$ cat src/rtl/serial_frame_pkg.sv
// Shared types and constants for the serial frame receiver.
package serial_frame_pkg;

   typedef enum logic [2:0] {
      IDLE,
      DATA,
      PARITY,
      STOP,
      WAIT_IDLE
   } state_t;

   localparam logic [7:0] FRAME_CNT_MAX = 8'hFF;

   // Width of a counter that indexes data_w bits (never narrower than 1).
   function automatic int cnt_width(input int data_w);
      return (data_w > 1) ? $clog2(data_w) : 1;
   endfunction

endpackage

$ cat src/rtl/frame_rx_shift.sv
// Receive shift register (LSB-first) with a running XOR of the shifted-in bits.
module frame_rx_shift #(
   parameter int DATA_W = 8
) (
   input  logic              clk,
   input  logic              clr,
   input  logic              shift_en,
   input  logic              din,
   input  logic              load_clr,
   output logic [DATA_W-1:0] word,
   output logic              parity
);

   logic [DATA_W-1:0] shift_reg;
   logic              par_reg;

   // Bits enter at the MSB and walk right, so the first bit lands in word[0].
   always_ff @(posedge clk) begin
      if (clr || load_clr) begin
         shift_reg <= '0;
         par_reg   <= 1'b0;
      end else if (shift_en) begin
         shift_reg <= {din, shift_reg[DATA_W-1:1]};
         par_reg   <= par_reg ^ din;
      end
   end

   assign word   = shift_reg;
   assign parity = par_reg;

endmodule

$ cat src/rtl/serial_frame_rx.sv
// Serial frame receiver: start, DATA_W bits LSB first, optional parity, stop.
module serial_frame_rx
   import serial_frame_pkg::*;
#(
   parameter int DATA_W     = 8,
   parameter int PARITY_EN  = 1,
   parameter int PARITY_ODD = 0
) (
   input  logic              clk,
   input  logic              clr,
   input  logic              din,
   output logic [DATA_W-1:0] data,
   output logic              valid,
   output logic              parity_err,
   output logic              frame_err,
   output logic              busy,
   output logic [7:0]        frame_cnt
);

   localparam int             CW       = cnt_width(DATA_W);
   localparam logic [CW-1:0]  LAST_BIT = CW'(DATA_W - 1);
   localparam logic           ODD_BIT  = (PARITY_ODD != 0);
   localparam logic           HAS_PAR  = (PARITY_EN != 0);

   state_t            state_reg, state_next;
   logic [CW-1:0]     bit_cnt_reg, bit_cnt_next;
   logic              pbit_reg, pbit_next;
   logic [DATA_W-1:0] data_reg, data_next;
   logic              valid_reg, valid_next;
   logic              perr_reg, perr_next;
   logic              ferr_reg, ferr_next;
   logic [7:0]        cnt_reg, cnt_next;

   logic              shift_en;
   logic              load_clr;
   logic [DATA_W-1:0] word;
   logic              acc;
   logic              parity_ok;

   frame_rx_shift #(.DATA_W(DATA_W)) u_shift (
      .clk      (clk),
      .clr      (clr),
      .shift_en (shift_en),
      .din      (din),
      .load_clr (load_clr),
      .word     (word),
      .parity   (acc)
   );

   assign parity_ok = !HAS_PAR || ((acc ^ pbit_reg) == ODD_BIT);

   always_ff @(posedge clk) begin
      if (clr) begin
         state_reg   <= IDLE;
         bit_cnt_reg <= '0;
         pbit_reg    <= 1'b0;
         data_reg    <= '0;
         valid_reg   <= 1'b0;
         perr_reg    <= 1'b0;
         ferr_reg    <= 1'b0;
         cnt_reg     <= '0;
      end else begin
         state_reg   <= state_next;
         bit_cnt_reg <= bit_cnt_next;
         pbit_reg    <= pbit_next;
         data_reg    <= data_next;
         valid_reg   <= valid_next;
         perr_reg    <= perr_next;
         ferr_reg    <= ferr_next;
         cnt_reg     <= cnt_next;
      end
   end

   always_comb begin
      state_next   = state_reg;
      bit_cnt_next = bit_cnt_reg;
      pbit_next    = pbit_reg;
      data_next    = data_reg;
      cnt_next     = cnt_reg;
      valid_next   = 1'b0;
      perr_next    = 1'b0;
      ferr_next    = 1'b0;
      shift_en     = 1'b0;
      load_clr     = 1'b0;
      case (state_reg)
         IDLE: begin
            if (!din) begin
               state_next   = DATA;
               bit_cnt_next = '0;
               load_clr     = 1'b1;
            end
         end
         DATA: begin
            shift_en = 1'b1;
            if (bit_cnt_reg == LAST_BIT) begin
               state_next = HAS_PAR ? PARITY : STOP;
            end else begin
               bit_cnt_next = bit_cnt_reg + CW'(1);
            end
         end
         PARITY: begin
            pbit_next  = din;
            state_next = STOP;
         end
         STOP: begin
            // A bad stop bit wins over parity: the frame is untrustworthy.
            if (din) begin
               state_next = IDLE;
               if (parity_ok) begin
                  valid_next = 1'b1;
                  data_next  = word;
                  if (cnt_reg != FRAME_CNT_MAX) begin
                     cnt_next = cnt_reg + 8'd1;
                  end
               end else begin
                  perr_next = 1'b1;
               end
            end else begin
               ferr_next  = 1'b1;
               state_next = WAIT_IDLE;
            end
         end
         WAIT_IDLE: begin
            if (din) begin
               state_next = IDLE;
            end
         end
         default: state_next = IDLE;
      endcase
   end

   assign data       = data_reg;
   assign valid      = valid_reg;
   assign parity_err = perr_reg;
   assign frame_err  = ferr_reg;
   assign frame_cnt  = cnt_reg;
   assign busy       = (state_reg == DATA) || (state_reg == PARITY) || (state_reg == STOP);

endmodule
$ cat config.mk
export PLATFORM = sky130hd
export DESIGN_NAME = serial_frame_rx
export DESIGN_NICKNAME = d
export VERILOG_FILES = /design/src/rtl/serial_frame_pkg.sv /design/src/rtl/frame_rx_shift.sv /design/src/rtl/serial_frame_rx.sv
export SDC_FILE = /design/constraint.sdc
export NUM_CORES = 1
export LEC_CHECK = 0
export CAP_MARGIN = 0
export CORE_MARGIN = 4
export CORE_UTILIZATION = 46
export DETAILED_ROUTE_END_ITERATION = 10
export GPL_TIMING_DRIVEN = 0
export PLACE_DENSITY = 0.73
export SKIP_CTS_REPAIR_TIMING = 1
export SLEW_MARGIN = 30
export SYNTH_ARGS = -nofsm -noshare
export SYNTH_HDL_FRONTEND = slang
export SYNTH_SLANG_ARGS = --single-unit
$ cat constraint.sdc
create_clock -name clk -period 1.5 [get_ports clk]
set_input_delay 0.375 -clock clk [delete_from_list [all_inputs] [get_ports clk]]
set_output_delay 0.375 -clock clk [all_outputs]
set_load 0.02 [all_outputs]
==> impl_metrics.env <==
export IMPL_relSlewSlack=0.649
export IMPL_critPathRequiredTime_ps=1120
export IMPL_diodes=0
export IMPL_start_util=0.474
export IMPL_n_fill_cell=255
export IMPL_yosysMostFrequentCell="nand2_1"
export IMPL_synthTopCellsByCount="nand2_1, dfxtp_1, a21oi_1"
export IMPL_outcome="finished with violations"
export IMPL_violations="setup timing"
export IMPL_grt_max_degree=11
export IMPL_syn_avg_cell_area_um2=8.34
export IMPL_clk_insertion_delay_late_ps=330
export IMPL_cts_clk_slew_worst_paths_ps=110
export IMPL_synthFlopType="dfxtp_1"
export IMPL_die_area_um2=4080
export IMPL_worst_slew_pin_slew_ps=526
export IMPL_grt_pass1_vias=1284
export IMPL_critPathMaxFanout=8
export IMPL_synthArstFlopShare=0
export IMPL_hold_path_class="in -> reg"
export IMPL_synthMuxAreaShare=0.00697
export IMPL_ant_nets=0
export IMPL_final_hold_viol_count=0
export IMPL_dr_pass1_iters=4
export IMPL_antenna_found_initial=0
export IMPL_synth_area_leaders="dfxtp_1, nand2_1, a21oi_1"
export IMPL_post_drt_wl_per_cell_um=13.3
export IMPL_synth_top_family_by_area="simple AND/OR/NAND/NOR gates"
export IMPL_grt_usage=0.164
export IMPL_synth_fa_ha_area_frac=0.0262
export IMPL_maxCapViolCount=0
export IMPL_max_stage_delay_ps=340
export IMPL_io_buffers=20
export IMPL_hpwl_mm=2.21
export IMPL_io_pin_count=23
export IMPL_leakagePower_nw=1.04
export IMPL_synth_simple_area_share=0.271
export IMPL_syn_area_um2=1440
export IMPL_max_freq_mhz=640
export IMPL_ys_seq_area_frac=0.488
export IMPL_ys_seq_elements=35
export IMPL_via_count=1299
export IMPL_synth_compound_area_share=0.150
export IMPL_maxSlewViolCount=0
export IMPL_grt_setup_unrepaired="yes"
export IMPL_core_area_um2=3030
export IMPL_critPathArrivalTime_ps=1190
export IMPL_drive_above_1_share=0.197
export IMPL_dp_cells=236
export IMPL_synth_edf_count=0
export IMPL_synthXorXnorAreaFrac=0.0122
export IMPL_finalSetupTns_ps=-62.5
export IMPL_grt_overflow=0
export IMPL_setup_viol=1
export IMPL_fin_skew_ps=8.18
export IMPL_synthCells=172
export IMPL_ir_drop_v=0.000600
export IMPL_cts_sinks=35
export IMPL_clockRootBuffer="clkbuf_4"
export IMPL_ys_warnings_count=0
export IMPL_wl_mm=3.28
export IMPL_clockBufferDepth=2
export IMPL_drt_iter0_drc=143
export IMPL_grt_pass1_wl_mm=5.26
export IMPL_synthesis_nets=178
export IMPL_drc_errors=0
export IMPL_fp_row_count=20
export IMPL_synth_area_leader_cell="dfxtp_1"
export IMPL_post_route_period_util=1.04
export IMPL_area_growth_pct=33.9
export IMPL_fin_nets=209
export IMPL_synth_cell_types=32
export IMPL_worst_setup_path_type="reg -> out"
export IMPL_routed_via_density=5.26
export IMPL_cts_made_buffers=5
export IMPL_worst_path_max_delay_cell="dfxtp_2"
export IMPL_die_h_um=63.9
export IMPL_dieWidth_um=63.9
export IMPL_cts_max_level=2
export IMPL_synth_top_area_frac=0.488
export IMPL_tritoncts="done"
export IMPL_cp_start_kind="flop"
export IMPL_timing_final_ws_setup_ps=-62.5
export IMPL_min_period_ps=1560
export IMPL_power_density_nw_per_um2=811
export IMPL_place_gp_congestion=0.880
export IMPL_path_cells="buf_6, inv_1, a21oi_1, buf_2"
export IMPL_final_cells=247
export IMPL_crit_path_end_kind="primary output"
## layout by cell type, fill, tap and decap left out, types with 2 or more instances in the layout
cell type,instances
dfxtp_1,29
nor3_4,2
nor3_1,7
dfxtp_4,2
nand2_1,38
a21oi_1,26
nand3_1,2
dfxtp_2,4
buf_2,3
clkbuf_4,5
ha_1,2
and3_1,4
dlymetal6s2s_1,19
nor2_2,2
a311oi_1,3
a211oi_1,2
buf_6,2
nor2_1,13
buf_4,5
clkbuf_1,4
inv_1,3
## critical path, delay by kind of cell, from the launching register on
kind                   cells  cell delay [ps]
AO/OA/AOI/OAI              1              130
flip-flops                 1              340
buffers and inverters      3              380
## metrics by stage
step           cell area, um2  worst slack (ps)  hold WS (ps)   util  power (W)
6_report                 1920             -62.5           316  0.635    0.00156
5_1_grt                  1920              -151           332  0.635    0.00163
4_1_cts                  1750              -616           316  0.577    0.00156
3_5_place_dp             1690              -225           450  0.558    0.00105
3_3_place_gp             1690              -207           445  0.558    0.00105
2_1_floorplan            1440              3.99           432      -    0.00103
## final timing paths
kind,startpoint,to,slack (ps),cells after the start
worst max-delay path,state_reg[1],busy,-60,4
worst min-delay path,din,state_reg[2],320,2
worst max register to register,frame_cnt[0],frame_cnt[0],20,5
worst min register to register,data[3],data[3],460,2
## logic make-up (layout without fill, tap and decap cells)
| logic type | count (synthesis) | in the layout |
|---|---|---|
| simple gates | 80 | 80 |
| compound gates | 38 | 38 |
| flops | 35 | 35 |
| buf+inv | 13 | 44 |
| fa+ha+maj | 3 | 3 |
| xor+xnor | 2 | 2 |
| mux | 1 | 1 |
## routing by layer
metal | global-route usage | wire (um)
met1 | 0.167 | 1390
met2 | 0.299 | 1740
met3 | 0.0580 | 120
met4 | 0.0674 | 32
met5 | 0 | 0
## where the power goes
group          total [W]  switching (W)  internal (W)
combinational   0.000100      0.0000643     0.0000359
clock           0.000517       0.000300      0.000217
sequential      0.000941     0.00000738      0.000934
## area by class of cell
| type | instances | area (um2) | area share |
|---|---|---|---|
| repair buffers | 26 | 283 | 0.147 |
| flip-flops and latches | 35 | 713 | 0.371 |
| multi-input cells | 124 | 753 | 0.392 |
| clock inverters | 1 | 5.00 | 0.00260 |
| plain buffers | 8 | 50.0 | 0.0260 |
| inverters | 3 | 11.3 | 0.00586 |
| well taps | 44 | 55.1 | 0.0286 |
| clock buffers | 6 | 51.3 | 0.0267 |
Power figures use the tool's default switching activity.
